## config.mk

```make
export PLATFORM = sky130hd
export DESIGN_NAME = fftram_frame_ctrl
export DESIGN_NICKNAME = d
export VERILOG_FILES = /design/src/rtl/fftram_frame_ctrl.sv
export SDC_FILE = /design/constraint.sdc
export NUM_CORES = 1
export LEC_CHECK = 0
export CAP_MARGIN = 40
export CORE_ASPECT_RATIO = 2
export CORE_UTILIZATION = 35
export DETAILED_ROUTE_END_ITERATION = 12
export PLACE_DENSITY = 0.8
export SETUP_SLACK_MARGIN = 0.5
export SLEW_MARGIN = 5
export SYNTH_ARGS = -nofsm -noshare
export SYNTH_HDL_FRONTEND = slang
export SYNTH_SLANG_ARGS = --single-unit
```

## constraint.sdc

```tcl
create_clock -name clka -period 2 [get_ports clka]
set_input_delay 0.5 -clock clka [delete_from_list [all_inputs] [get_ports clka]]
set_output_delay 0.5 -clock clka [all_outputs]
set_load 0.05 [all_outputs]
```

## src/rtl/fftram_frame_ctrl.sv

```systemverilog
// Purpose: fill a 2**ADDR_W-sample frame into a single-port RAM, then stream it out to the FFT as one burst.
// Latency: first out_valid 3 cycles after the last sample is accepted if fft_ready is already high.
// Backpressure: in_ready is high only while filling; offered samples outside fill are dropped and set sticky ovf.
// Build option: FFTRAM_BITREV_EN selects bit-reversed readout; when it is undefined the readout is in natural order.
module fftram_frame_ctrl #(
  parameter int ADDR_W = 8,
  parameter int DATA_W = 23
) (
  input  logic              clka,
  input  logic              rst,
  input  logic              in_valid,
  input  logic [DATA_W-1:0] in_data,
  output logic              in_ready,
  input  logic              fft_ready,
  output logic              out_valid,
  output logic [DATA_W-1:0] out_data,
  output logic              out_last,
  output logic              ovf,
  output logic              ram_we,
  output logic [ADDR_W-1:0] ram_addr,
  output logic [DATA_W-1:0] ram_din,
  input  logic [DATA_W-1:0] ram_dout
);

  typedef enum logic [1:0] {
    S_FILL  = 2'd0,
    S_FULL  = 2'd1,
    S_READ  = 2'd2,
    S_DRAIN = 2'd3
  } state_t;

  localparam logic [ADDR_W-1:0] CNT_MAX = '1;

  state_t            state;
  logic [ADDR_W-1:0] wr_cnt;
  logic [ADDR_W-1:0] rd_cnt;

  // Read-order address map: bit reversal gives decimation-in-time order.
  function automatic logic [ADDR_W-1:0] addr_map(input logic [ADDR_W-1:0] a);
    logic [ADDR_W-1:0] r;
`ifdef FFTRAM_BITREV_EN
    for (int i = 0; i < ADDR_W; i++) begin
      r[i] = a[ADDR_W-1-i];
    end
`else
    r = a;
`endif
    return r;
  endfunction

  // Frame sequencer: state, counters, registered stream flags and sticky overflow.
  always_ff @(posedge clka or posedge rst) begin
    if (rst) begin
      state     <= S_FILL;
      wr_cnt    <= '0;
      rd_cnt    <= '0;
      out_valid <= 1'b0;
      out_last  <= 1'b0;
      ovf       <= 1'b0;
    end else begin
      // RAM read data arrives one cycle after the address, so the flags trail the read state by one cycle.
      out_valid <= (state == S_READ);
      out_last  <= (state == S_READ) && (rd_cnt == CNT_MAX);
      if (in_valid && (state != S_FILL)) begin
        ovf <= 1'b1;
      end
      case (state)
        S_FILL: begin
          if (in_valid) begin
            wr_cnt <= wr_cnt + 1'b1;
            if (wr_cnt == CNT_MAX) begin
              state <= S_FULL;
            end
          end
        end
        S_FULL: begin
          if (fft_ready) begin
            rd_cnt <= '0;
            state  <= S_READ;
          end
        end
        S_READ: begin
          // The burst never stalls; fft_ready was a promise for the whole frame.
          rd_cnt <= rd_cnt + 1'b1;
          if (rd_cnt == CNT_MAX) begin
            state <= S_DRAIN;
          end
        end
        S_DRAIN: begin
          wr_cnt <= '0;
          state  <= S_FILL;
        end
        default: begin
          state <= S_FILL;
        end
      endcase
    end
  end

  // RAM port steering: the single port belongs to the writer in fill and to the reader in read.
  always_comb begin
    in_ready = (state == S_FILL);
    ram_we   = 1'b0;
    ram_addr = '0;
    case (state)
      S_FILL: begin
        ram_we   = in_valid;
        ram_addr = wr_cnt;
      end
      S_READ: begin
        ram_addr = addr_map(rd_cnt);
      end
      default: begin
        ram_we   = 1'b0;
        ram_addr = '0;
      end
    endcase
  end

  assign ram_din  = in_data;
  assign out_data = ram_dout;

endmodule

```

# --- Yosys cells after proc, flatten, opt, wreduce, memory -nomap -nowiden ---
# Cells that the tools add are included.
op_classes:
  mux: 11
  n_reduce_logical: 9
  n_addsub: 2
  n_eq_ne: 9
ops:
  columns: ["cell", "n"]
  rows:
  - ["$pmux 8 s2", 3]
  - ["$add 8x1->8 const B", 2]
  - ["$eq 8x8->1 const B", 2]
  - ["$mux 8", 2]
  - ["$mux 2", 4]
  - ["$pmux 2 s4", 1]
  - ["$reduce_bool 2->1", 3]
  - ["$eq 2x2->1 const B", 2]
  - ["$ne 2x1->1 const B", 2]
  - ["$ne 2x2->1 const B", 2]
  - ["$reduce_and 2->1", 2]
  - ["$reduce_and 4->1", 1]
  - ["$eq 2x1->1 const B", 1]
  - ["$logic_and 1x1->1", 2]
  - ["$logic_not 2->1", 1]
  - ["$mux 1", 1]
word_totals:
  input_bits: 50
  regBits: 21
  out_inout_bits: 59
  wordCells: 37

# --- Logic depth before layout (Yosys ltp) ---
# Gate-level depths: netlist of the first run.
logic_depth:
  ltp_word: 4
  ltp_mapped: 7
  mapped_depth_nobuf: 6

# --- Least setup slack after synthesis of the first run ---
# OpenSTA, ideal clock, no wires.
synth_path:
  path_type: "reg-to-output"
  start: "register state[0]"
  end: "output port ram_addr[1]"
  slack_ns: -0.761
  n_path_buf: 0
  arrival_ns: 2.261
  required_time_ns: 1.500
  stages_incl_launch_ff: 5
  cell_sequence: "dfrtp_1 inv_1 ha_1 inv_1 o21ai_0"
synth_between:
  elab_chain_len: 2
  word_cells_on_any_way: 3
  classes_between: "1 x eq/ne; 1 x mux; 1 x reduce/logical"
synth_rtl:
  columns: ["element", "line", "rtl"]
  rows:
  - ["start: declaration", "34", "state_t state;"]
  - ["start signal: assignment", "54", "state <= S_FILL;"]
  - ["start signal: assignment", "72", "state <= S_FULL;"]
  - ["start signal: assignment", "79", "state <= S_READ;"]
  - ["$logic_not 2->1", null, null]
  - ["named net in_ready", "13", "output logic in_ready,"]
  - ["$pmux 8 s2", "105", "case (state)"]
  - ["end: declaration", "20", "output logic [ADDR_W-1:0] ram_addr,"]
# The timed path passes the listed nets, and every way through them passes these cells.

# --- Final worst setup path of the first run ---
layout_path:
  start: "register state[1]"
  end: "output port ram_addr[3]"
layout_between:
  elab_chain_len: 2
  word_cells_on_any_way: 3
  classes_between: "1 x eq/ne; 1 x mux; 1 x reduce/logical"
layout_rtl:
  columns: ["element", "line"]
  rows:
  - ["$eq 2x2->1 / $logic_not 2->1 (equally long branches)", "105"]
  - ["$pmux 8 s2 *", "105"]
# Every way passes the cells marked *; elsewhere a longest branch is shown, timed or not.

==> reports/metrics.yaml, run 1 <==
max_freq_mhz: 513
p_total_uw: 3510
die_area_sq_um: 4730
postSynthRegisterBits: 21
ir_worst_vdd_mv: 0.835
relSlewSlack_pct: 75.7
ys_seq_area_share_pct: 33.8
numCtsBuffers: 3
grt_pass1_wl_microns: 5760
start_util_pct: 36.2
cp-end-kind: "output pin"
synth-edff-count: 0
clk_path_buf_depth: 2
final.fill_count: 378
synth_cells: 182
rows: 34
worst_pin_slew_ps: 365
seq_area_sq_um: 526
cap_violations: 0
syn_to_final_growth_pct: 24.4
grt_pass1_vias: 1267
drcViolationCount: 0
multiInputGateArea_sq_um: 797
async_flop_share_pct: 100
critPathKind: "flip-flop to output pin"
stdcell_count: 224
die_h_microns: 96.3
core_area_sq_um: 4300
viasPerCell: 5.42
dp_hpwl_microns: 2360
leakagePower_uw: 0.000853
pin_count: 109
drt-pass1-iter-count: 4
reg2reg_from: "state[0]$_DFFE_PP0P_"
cts-root-buf: "clkbuf_8"
yosysWarnings: 0
p_per_area_nw_per_um2: 1810
portBuffers: 16
syn-mean-instance-area_sq_um: 8.55
critPathLaunchType: "flip-flop"
syn-num-nets: 238
dieWidth_microns: 49.2
clock_skew_ps: 3.61
setup_viol: 0
cts_hold_buf: 0
antenna_found_initial: 0
crit-reg2reg-capture: "wr_cnt[4]$_DFFE_PP0P_"
diodes: 0
period_share_pct: 97.6
period_minus_slack_ps: 1950
min_from: "ovf$_DFFE_PP0P_"
antenna_left: 0
final_hold_viol_count: 0
gr-total-overflow: 0
gr-usage-all-layers_pct: 15.9
rrSetupSlack_ps: 190
gp_congestion: 0.846
hold-path-cell-count: 1
wl_per_cell_microns: 15.9
yosysUniqueCellTypes: 34
dp_cells: 201
grt_start_max_net_pins: 22
reg2reg_depth: 9
cp_max_fo: 10
vias: 1215
hp-class: "flip-flop to flip-flop"
cts_num_sinks: 21
finalSetupTns_ps: 0
wl_microns: 3570
htree_levels: 1
status: "finished, final reports clean"
cp.required_ps: 1500
final_nets: 227
clkSlewWorstSetupHoldPaths_ps: 80
min_to: "ovf$_DFFE_PP0P_"
finalMaxSlewViolations: 0
cts_tree: "built"
drive_gt1_share_pct: 40.0
rsz0062_at_grt: "true"
insertion_delay_ps: 260
cp.arrival_ps: 1450
yosys_most_used_dff: "dfrtp_1"
synthesis.area_sq_um: 1560
drtIter0Drc: 20
worst max-delay path, cell delays in order (launching register included):
cell	delay, ps
dfrtp_1	390
buf_4	160
ha_4	210
a22o_4	280
buf_12	140
repair_timing:
item | 4_1_cts | 5_1_grt
setup endpoints to repair | 29 | 27
hold endpoints to repair | 0 | 0
pin swaps | 5 | 7
resized for setup | 28 | 9
setup buffers | 16 | 3
worst max-delay path by stage:
| stage | from | cells past startpoint | to | slack [ps] |
|---|---|---|---|---|
| 2_1_floorplan | state[0]$_DFFE_PP0P_ | 5 | ram_addr[0] | 320 |
| 3_3_place_gp | in_valid | 5 | wr_cnt[7]$_DFFE_PP0P_ | 9 |
| 3_5_place_dp | in_valid | 5 | wr_cnt[7]$_DFFE_PP0P_ | 20 |
| 4_1_cts | state[1]$_DFFE_PP0P_ | 4 | ram_addr[3] | 60 |
| 5_1_grt | state[1]$_DFFE_PP0P_ | 4 | ram_addr[2] | 20 |
| 6_report | state[1]$_DFFE_PP0P_ | 4 | ram_addr[3] | 50 |
through the flow:
stage / setup WS, ps / hold slack [ps] / util (%) / area, sq um
after global routing: 20.8 / 497 / 45.0 / 1940
after global placement: 9.42 / 449 / 37.9 / 1630
after CTS: 58.1 / 471 / 43.7 / 1880
after detailed placement: 16.7 / 453 / 37.9 / 1630
after floorplan: 322 / 477 / - / 1700
final: 48.9 / 470 / 45.0 / 1940
synth_stat cells (2+ instances only):
| master | number | area (sq um) |
|---|---|---|
| o31ai_1 | 3 | 22.5 |
| nor3_1 | 5 | 25.0 |
| nand2_1 | 21 | 78.8 |
| inv_1 | 6 | 22.5 |
| o21ai_1 | 7 | 35.0 |
| o21ai_0 | 7 | 35.0 |
| a21o_1 | 3 | 22.5 |
| a21oi_1 | 4 | 20.0 |
| ha_1 | 6 | 75.1 |
| nor2_1 | 4 | 15.0 |
| and3_1 | 2 | 12.5 |
| mux2i_1 | 3 | 30.0 |
| nand4_1 | 4 | 25.0 |
| clkbuf_1 | 6 | 22.5 |
| a32o_1 | 2 | 20.0 |
| a22o_1 | 9 | 78.8 |
| dfrtp_1 | 21 | 526 |
| buf_4 | 46 | 345 |
| nand3_1 | 6 | 30.0 |
| buf_2 | 3 | 15.0 |
layout make-up:
class | count | share of cell area (%)
sequential | 21 | 27.1
timing repair buffer | 40 | 24.7
multi-input combinational | 99 | 41.2
inverter | 6 | 1.16
tap | 54 | 3.49
clock buffer | 4 | 2.33
cell usage in the layout, fill, tap and decap left out, types with 3 or more instances in the layout:
master,Yosys,final
a21o_1,3,3
buf_6,0,6
buf_4,46,16
inv_2,0,3
nand2_1,21,19
nor3_1,5,4
o21ai_1,7,6
a22o_1,9,3
a21oi_2,0,3
nor2_1,4,4
clkbuf_8,0,3
mux2i_1,3,3
inv_1,6,3
nand4_1,4,4
buf_12,0,11
nand3_1,6,5
ha_1,6,3
dfrtp_1,21,21
o21ai_0,7,5
a22o_4,0,6
flip-flops by register name (all words and copies together), names as in the netlist:
name       count
out_last       1
ovf            1
state          2
rd_cnt         8
out_valid      1
wr_cnt         8
report_power, final:
group,internal (uW),switching [uW],total [uW]
Combinational,1250,1240,2490
Clock,142,140,282
Sequential,552,185,737
kinds of logic (layout without fill, tap and decap cells):
group / count (synthesis) / count (layout) / share of synthesized area, %
buffers and inverters: 62 / 50 / 26.3
and+or+nand+nor: 49 / 49 / 15.0
AOI/OAI and AO/OA: 40 / 40 / 17.4
DFF: 21 / 21 / 33.8
adders and majority gates: 6 / 6 / 4.82
muxes: 4 / 4 / 2.65
per-layer routing:
metal	vias to the layer above	part of all wire, %	GRT usage, %	routed length (microns)
li1	561	-	-	-
met1	586	34	14.5	1200
met2	46	57	30.5	2030
met3	22	5.0	1.26	178
met4	0	4.6	14.0	163
met5	-	0	0	0
Power figures use the tool's default switching activity.
==> run 2: changes to the inputs <==
Settings changed: CORE_UTILIZATION 35 to 38, MAX_ROUTING_LAYER set to met4, PLACE_DENSITY 0.8 to 0.86.
Clock period 2 ns to 2.55 ns, I/O delays scaled along.
==> run 2 against run 1 <==
  * Worst hold slack gained 16 ps
  * Cell area fell by 11%
  * Global-route usage is 1.7 points higher
  * First-iteration DRC count rose to 3.4 times the previous value
  * Core utilization fell by 0.85 points
  * Total power shrank 32%
  * Critical path type unchanged
  * Largest cell class unchanged
  * Largest power group unchanged
==> reports/metrics.yaml, run 2 (same netlist as run 1, synthesis figures left out) <==
status: "finished, final reports clean"
dp_hpwl_microns: 2260  # -4.3%
portBuffers: 16  # unchanged
cp-end-kind: "output pin"
grt_pass1_wl_microns: 5440  # -5.5%
p_per_area_nw_per_um2: 1400  # -23%
min_to: "ovf$_DFFE_PP0P_"
crit_family: "flip-flops"
hp-class: "flip-flop to flip-flop"
gr-total-overflow: 0  # unchanged
finalSetupTns_ps: 0  # unchanged
crit-reg2reg-capture: "wr_cnt[7]$_DFFE_PP0P_"
antenna_found_initial: 0  # unchanged
die_h_microns: 92.5  # -3.9%
reg2reg_depth: 7  # -2
vias: 1174  # -3.4%
cap_violations: 0  # unchanged
critPathLaunchType: "flip-flop"
period_share_pct: 82.7
worst_pin_slew_ps: 500  # +135 ps
antenna_left: 0  # unchanged
dieWidth_microns: 47.3  # -3.9%
clock_skew_ps: 0.870  # -2.74 ps
pin_count: 109  # unchanged
drive_gt1_share_pct: 26.1  # -14 points
cts_tree: "built"
grt_pass1_vias: 1169  # -7.7%
diodes: 0  # unchanged
insertion_delay_ps: 260  # about the same
numCtsBuffers: 3  # unchanged
rows: 32  # -5.9%
reg2reg_from: "state[0]$_DFFE_PP0P_"
final_nets: 218  # -4.0%
clkSlewWorstSetupHoldPaths_ps: 70  # about the same
htree_levels: 1  # unchanged
viasPerCell: 5.54  # +2.1%
cts_hold_buf: 0  # unchanged
clk_path_buf_depth: 2  # unchanged
cp.arrival_ps: 1470  # +20 ps
drt-pass1-iter-count: 4  # unchanged
hold-path-cell-count: 1  # unchanged
finalMaxSlewViolations: 0  # unchanged
critPathKind: "flip-flop to output pin"
drcViolationCount: 0  # unchanged
period_minus_slack_ps: 2110
start_util_pct: 40.1  # +3.9 points
wl_per_cell_microns: 15.9  # about the same
grt_start_max_net_pins: 22  # unchanged
cts-root-buf: "clkbuf_8"
max_freq_mhz: 474
layout_common_cells: "dfrtp_1, nand2_1, buf_4"
gp_congestion: 0.926  # +9.5%
min_from: "ovf$_DFFE_PP0P_"
timing.hold.ws_ps: 486  # +15.9 ps
crit_buf_inv: 2  # unchanged
relSlewSlack_pct: 66.6  # -9.1 points
wl_microns: 3380  # -5.3%
critPathMaxStageDelay_ps: 410  # +20 ps
rsz0062_at_grt: "true"
cp.required_ps: 1910  # +410 ps
final_hold_viol_count: 0  # unchanged
cp_max_fo: 10  # unchanged
syn_to_final_growth_pct: 10.3
cts_num_sinks: 21  # unchanged
slowest_stage: "dfrtp_1"
setup_viol: 0  # unchanged
rrSetupSlack_ps: 640  # +450 ps
core_area_sq_um: 3880  # -9.6%
reg_top3: "rd_cnt: 8 flops, wr_cnt: 8 flops, state: 2 flops"
leakagePower_uw: 0.000777  # -8.8%
ir_worst_vdd_mv: 0.571  # -32%
gr-usage-all-layers_pct: 17.6  # +1.7 points
drtIter0Drc: 67  # +240%
worstPathCellList: "buf_4 -> ha_4 -> a22o_2 -> buf_12"
die_area_sq_um: 4370  # -7.7%
final_common_cell: "dfrtp_1"
## run 2: metrics by stage
stage	cell area, sq um	cells	util [%]	setup slack, ps	total power (uW)
floorplan	1610	182	-	478	1650
global placement	1560	196	40.0	390	1940
detailed placement	1560	196	40.0	388	1970
CTS	1700	211	43.7	454	2360
global route	1720	212	44.2	410	2540
finish	1720	212	44.2	442	2400
## run 2: layer usage
layer | part of all wire [%] | vias to the layer above | wire (microns) | GRT usage, %
met3 | 6.1 | 11 | 207 | 1.36
li1 | - | 543 | - | -
met2 | 58 | 55 | 1960 | 29.7
met5 | 0 | - | 0 | -
met1 | 33 | 565 | 1100 | 17.4
met4 | 3.0 | 0 | 101 | 12.4
## run 2: worst max-delay path by stage
| stage | startpoint | end | slack (ps) | cells past startpoint |
|---|---|---|---|---|
| final | state[1]$_DFFE_PP0P_ | ram_addr[4] | 440 | 4 |
| after global routing | state[1]$_DFFE_PP0P_ | ram_addr[4] | 410 | 4 |
| after CTS | state[1]$_DFFE_PP0P_ | ram_addr[4] | 450 | 4 |
| after detailed placement | in_valid | ram_we | 390 | 3 |
| after global placement | state[0]$_DFFE_PP0P_ | ram_addr[1] | 390 | 5 |
| after floorplan | state[0]$_DFFE_PP0P_ | ram_addr[1] | 480 | 6 |
## run 2: final cells by class
class,count,area [sq um]
repair buffers,31,370
inverters,6,22.5
well taps,51,63.8
multi-input cells,99,689
clock buffers,4,45.0
flip-flops and latches,21,526
fillers,353,2170
## run 2: timing repair
| item | 4_1_cts | 5_1_grt |
|---|---|---|
| buffers inserted | 11 | 1 |
| resized for setup | 8 | 4 |
| endpoints found under the hold margin | 0 | 0 |
| pin swaps | 3 | 0 |
| endpoints found under the setup margin | 10 | 19 |
## run 2: worst register-to-register path, delay by kind of cell (launching register included)
| family | cells | cell delay [ps] |
|---|---|---|
| AOI/OAI and AO/OA | 2 | 240 |
| adders and majority gates | 1 | 360 |
| buffers and inverters | 2 | 210 |
| DFF | 1 | 370 |
| muxes | 1 | 150 |
| and+or+nand+nor | 1 | 510 |
## run 2: report_power, final
group          leakage (uW)  switching, uW  internal [uW]
Clock             0.0000228            111            112
Sequential         0.000258            130            433
Combinational      0.000497            869            751
